## src/rtl/tlp_tx_arbiter.sv

```systemverilog
// Round-robin arbiter that shares the PCIe core's VC0 transmit TLP port between two requesters.
// Grants one whole TLP at a time and keeps a wrapping count of completed TLPs per requester.
module tlp_tx_arbiter #(
  parameter int DATA_W = 16,
  parameter int CNT_W  = 16
) (
  input  logic              clk,
  input  logic              rstn,
  input  logic              req0,
  input  logic              req1,
  output logic              rdy0,
  output logic              rdy1,
  input  logic [DATA_W-1:0] data0,
  input  logic [DATA_W-1:0] data1,
  input  logic              st0,
  input  logic              st1,
  input  logic              end0,
  input  logic              end1,
  input  logic              nlfy0,
  input  logic              nlfy1,
  output logic              tx_req_vc0,
  input  logic              tx_rdy_vc0,
  output logic [DATA_W-1:0] tx_data_vc0,
  output logic              tx_st_vc0,
  output logic              tx_end_vc0,
  output logic              tx_nlfy_vc0,
  output logic              busy,
  output logic [1:0]        gnt,
  output logic [CNT_W-1:0]  pkt_cnt0,
  output logic [CNT_W-1:0]  pkt_cnt1
);

  typedef enum logic [1:0] {IDLE, GRANT, XFER} state_t;

  state_t            state_reg;
  logic              sel_reg;
  logic              last_reg;
  logic              tx_req_reg;
  logic              busy_reg;
  logic [1:0]        gnt_reg;

  logic [1:0]        req_v;
  logic [1:0]        st_v;
  logic [1:0]        end_v;
  logic [1:0]        nlfy_v;
  logic [1:0]        rdy_v;
  logic [DATA_W-1:0] data_v [2];
  logic [CNT_W-1:0]  cnt_reg [2];

  assign req_v     = {req1, req0};
  assign st_v      = {st1, st0};
  assign end_v     = {end1, end0};
  assign nlfy_v    = {nlfy1, nlfy0};
  assign data_v[0] = data0;
  assign data_v[1] = data1;

  logic              active;
  logic              cur_req;
  logic              cur_st;
  logic              cur_end;
  logic              cur_nlfy;
  logic [DATA_W-1:0] cur_data;
  logic              pick;
  logic              accept_first;
  logic              complete;

  assign active   = (state_reg != IDLE);
  assign cur_req  = req_v[sel_reg];
  assign cur_st   = st_v[sel_reg];
  assign cur_end  = end_v[sel_reg];
  assign cur_nlfy = nlfy_v[sel_reg];
  assign cur_data = data_v[sel_reg];

  // On a tie the requester that did not complete last wins; otherwise the lone requester.
  assign pick = (req_v == 2'b11) ? ~last_reg : req_v[1];

  assign accept_first = (state_reg == GRANT) && cur_st && tx_rdy_vc0;
  assign complete     = (accept_first && cur_end) ||
                        ((state_reg == XFER) && cur_end && tx_rdy_vc0);

  always_ff @(posedge clk) begin
    if (!rstn) begin
      state_reg  <= IDLE;
      sel_reg    <= 1'b0;
      last_reg   <= 1'b1;
      tx_req_reg <= 1'b0;
      busy_reg   <= 1'b0;
      gnt_reg    <= 2'b00;
    end else begin
      case (state_reg)
        IDLE: begin
          if (req_v != 2'b00) begin
            state_reg  <= GRANT;
            sel_reg    <= pick;
            tx_req_reg <= 1'b1;
            busy_reg   <= 1'b1;
            gnt_reg    <= pick ? 2'b10 : 2'b01;
          end
        end
        GRANT: begin
          if (accept_first) begin
            tx_req_reg <= 1'b0;
            if (cur_end) begin
              state_reg <= IDLE;
              last_reg  <= sel_reg;
              busy_reg  <= 1'b0;
              gnt_reg   <= 2'b00;
            end else begin
              state_reg <= XFER;
            end
          end else if (!cur_req) begin
            // Withdrawn before the first beat: no packet happened, fairness untouched.
            state_reg  <= IDLE;
            tx_req_reg <= 1'b0;
            busy_reg   <= 1'b0;
            gnt_reg    <= 2'b00;
          end
        end
        XFER: begin
          if (cur_end && tx_rdy_vc0) begin
            state_reg <= IDLE;
            last_reg  <= sel_reg;
            busy_reg  <= 1'b0;
            gnt_reg   <= 2'b00;
          end
        end
        default: begin
          state_reg  <= IDLE;
          tx_req_reg <= 1'b0;
          busy_reg   <= 1'b0;
          gnt_reg    <= 2'b00;
        end
      endcase
    end
  end

  genvar gi;
  generate
    for (gi = 0; gi < 2; gi++) begin : g_req
      localparam logic GSEL = 1'(gi);

      assign rdy_v[gi] = active && (sel_reg == GSEL) && tx_rdy_vc0;

      always_ff @(posedge clk) begin
        if (!rstn) begin
          cnt_reg[gi] <= '0;
        end else if (complete && (sel_reg == GSEL)) begin
          cnt_reg[gi] <= cnt_reg[gi] + 1'b1;
        end
      end
    end
  endgenerate

  assign rdy0     = rdy_v[0];
  assign rdy1     = rdy_v[1];
  assign pkt_cnt0 = cnt_reg[0];
  assign pkt_cnt1 = cnt_reg[1];

  assign tx_req_vc0  = tx_req_reg;
  assign busy        = busy_reg;
  assign gnt         = gnt_reg;
  assign tx_data_vc0 = active ? cur_data : '0;
  assign tx_st_vc0   = active & cur_st;
  assign tx_end_vc0  = active & cur_end;
  assign tx_nlfy_vc0 = active & cur_end & cur_nlfy;

endmodule

```

## config.mk

```make
export PLATFORM = sky130hd
export DESIGN_NAME = tlp_tx_arbiter
export DESIGN_NICKNAME = d
export VERILOG_FILES = /design/src/rtl/tlp_tx_arbiter.sv
export SDC_FILE = /design/constraint.sdc
export NUM_CORES = 1
export LEC_CHECK = 0
export ABC_CLOCK_PERIOD_IN_PS = 2500
export BUFFER_PORTS_ARGS = -buffer_cell sky130_fd_sc_hd__clkbuf_2
export CAP_MARGIN = 20
export CORE_ASPECT_RATIO = 0.9
export CORE_MARGIN = 2
export CORE_UTILIZATION = 45
export CTS_BUF_LIST = sky130_fd_sc_hd__clkbuf_2
export CTS_CLUSTER_SIZE = 8
export DETAILED_ROUTE_END_ITERATION = 6
export PLACE_DENSITY = 0.91
export SETUP_SLACK_MARGIN = 0.3
export SLEW_MARGIN = 20
export SYNTH_ARGS = -nofsm -noshare
export SYNTH_HDL_FRONTEND = slang
export SYNTH_SLANG_ARGS = --single-unit
```

## constraint.sdc

```tcl
create_clock -name clk -period 2.5 [get_ports clk]
set_clock_uncertainty 0.1 [all_clocks]
set_input_delay 0.375 -clock clk [delete_from_list [all_inputs] [get_ports clk]]
set_output_delay 0.375 -clock clk [all_outputs]
set_load 0.1 [all_outputs]
```

==> run metrics <==
VDD IR max=0.4073 mV; fmax=0.4725 GHz; Post-synth EDFFs=32; crit share post-route=0.8465; WL/cell=14.81 um; FILL cells=399; IO Port Bufs=99; H-tree Lvls=2; critical path endpoint category=output port; DR vias=2242; synth warn=0; Layout area overhead=45.88%; max FFs per register=32; Yosys cell types=38; All-Layer GR Usage=0.2204; Final WS setup=383.6 ps; Syn Area/Cell=9.572 um2; Post-Synthesis Cells=249; core footprint=5192 um2; layout cells sized above 1=0.4241; Pre-antenna DRT Iters=4; CP Data Arrival Time=1640 ps; HPWL Detailed=4.697 mm; diode count=0; number of hold-repair buffers added at the cts stage=0; CTS Sinks=40; crit-path max FO=10; CTS tree=yes; Layout Nets=393; Die Footprint=5896 um2; Post-Route WL=6.159 mm; row count=25; Remaining Overflow, GRT=0; GP Congestion=0.8111; Worst setup SP type=flip-flop; first-pass GRT wire length=10.24 mm; setup TNS=0 ps; Hold Crit Class=input pin to flip-flop; worst rel slew slack=0.5978; clock latency on the worst-skew pair=410 ps; met3 layer usage reported by global route=0.04827; largest net degree at the start of global routing=20; minimum clock period after layout=2116 ps; status=complete, no violations; Synth Flop Type=edfxtp_1; WS Path Type=flip-flop to output port; RSZ-0062 raised after global routing=false; register cell area after layout=1124 um2; global route hottest layer=met2; pre-CTS setup slack=528.3 ps; Worst Path Required=2030 ps; multi-input combinational cell area=1309 um2; power per cell area=649.0 nW/um2; Post-CTS Setup Bufs=0; Root Buffer=clkbuf_2; DR DRC count=0; Post-DRT Antenna Nets=0; MaxCap Viol Count=0; Hold Fails Final Rpt=0; Die Ht=73.05 um; Die W=80.72 um; Worst Tran Pin Value=601.6 ps; routed vias/inst=5.389; met2 Usage GRT=0.3861; Async SR Flop Fraction=0; Static Leak=1.357 nW; FF+latch count, synth=40; post-synthesis sequential area ratio=0.4703; vias in the first global route=2269; clock buffer count from CTS=5; Slew Viols, Final=0; IO Pins=100; clock slew at reported path FFs=230 ps; Post-Syn Area=2384 um2; Post-Syn Nets=294; Initial Utilization=0.4590; initial drt markers=99; initial antenna violation count=0; # setup viols final=0; met1 Track Usage GR=0.2671; clock buffer depth=2
-- path summary, 6_finish.rpt --
check,startpoint,to,slack (ps),depth (start not counted)
setup reg to reg,cnt_reg[0][2]$_SDFFCE_PN0P_,cnt_reg[0][15]$_SDFFCE_PN0P_,550,4
hold reg to reg,busy$_SDFFE_PN0P_,busy$_SDFFE_PN0P_,380,2
setup / recovery,sel_reg$_SDFFE_PN0P_,tx_nlfy_vc0,380,4
hold / removal,req1,gnt[1]$_SDFFE_PN0P_,170,3
-- what timing repair did --
action,CTS,global route
setup endpoints to repair,4,2
pin swaps,0,1
endpoints found under the hold margin,0,0
resized for setup,3,2
-- cell usage in the layout (no fill, tap or decap), types with 2 or more instances in the layout --
| cell type | n |
|---|---|
| or3_1 | 5 |
| and2_1 | 2 |
| nor2_1 | 33 |
| clkbuf_2 | 83 |
| or4_1 | 4 |
| nand3_2 | 2 |
| buf_4 | 4 |
| nand3_1 | 12 |
| dfxtp_2 | 2 |
| nor2_2 | 6 |
| edfxtp_1 | 32 |
| buf_6 | 2 |
| nand2_1 | 14 |
| mux2i_1 | 21 |
| nand2b_1 | 2 |
| dfxtp_1 | 6 |
| mux2_2 | 2 |
| xnor2_1 | 6 |
| and4_1 | 3 |
| o21ai_2 | 2 |
| nor2_4 | 11 |
| xor2_1 | 14 |
| nand4_1 | 9 |
| and3_1 | 4 |
| a21oi_1 | 9 |
| o31ai_1 | 4 |
| buf_12 | 21 |
| inv_1 | 7 |
| o21ai_0 | 6 |
-- critical path, cell delays in order (launching register included) --
cell and delay [ps]:
dfxtp_2 430, buf_4 230, mux2i_1 130, nor3_2 240
buf_12 210
-- cell families (layout without fill, tap and decap cells) --
| logic type | after synthesis | after routing | synth area share |
|---|---|---|---|
| DFF | 40 | 40 | 0.4703 |
| adders and majority gates | 2 | 2 | 0.01050 |
| muxes | 23 | 23 | 0.09764 |
| and+or+nand+nor | 115 | 115 | 0.2336 |
| xor gates and xnor gates | 20 | 20 | 0.07349 |
| buffers and inverters | 20 | 120 | 0.03622 |
| AOI/OAI and AO/OA | 29 | 29 | 0.07822 |
-- metrics by stage --
stage / instance area (um2) / instances / total power, mW / util / hold slack [ps]
4_1_cts: 3472 / 416 / 2.263 / 0.6687 / 150.2
2_1_floorplan: 2511 / 249 / 1.558 / - / 349.9
3_5_place_dp: 3392 / 408 / 1.860 / 0.6533 / 353.3
6_report: 3477 / 416 / 2.257 / 0.6696 / 169.9
5_1_grt: 3477 / 416 / 2.329 / 0.6696 / 197.3
3_3_place_gp: 3392 / 408 / 1.843 / 0.6533 / 367.2
-- power breakdown --
group,total (mW),switching (mW),internal (mW)
Sequential,0.803,0.0429,0.760
Clock,0.406,0.233,0.172
Combinational,1.05,0.755,0.293
Total,2.26,1.03,1.23
-- cells in the mapped netlist (5+ instances only) --
library cell,n,area (um2)
or3_1,5,31.28
xnor2_1,6,52.55
mux2i_1,21,210.2
a21oi_1,10,50.05
nand4_1,9,56.30
clkbuf_1,9,33.78
edfxtp_1,32,960.9
dfxtp_1,8,160.2
o21ai_0,8,40.04
nand3_1,13,65.06
nor2_1,50,187.7
nand2_1,15,56.30
inv_1,7,26.28
xor2_1,14,122.6
-- layout make-up --
cell class	count	area share
clock buffer	5	0.007197
clock inverter	3	0.01331
inverter	7	0.007557
multi-input combinational	189	0.3764
sequential	40	0.3231
tap	67	0.02411
timing repair buffer	105	0.2483
-- routing by layer --
metal / vias up / share of wire
met5: - / 0
met3: 13 / 0.048
met1: 1057 / 0.40
met2: 75 / 0.52
li1: 1097 / -
met4: 0 / 0.023
Note: power is estimated with default switching activity, not from simulation.
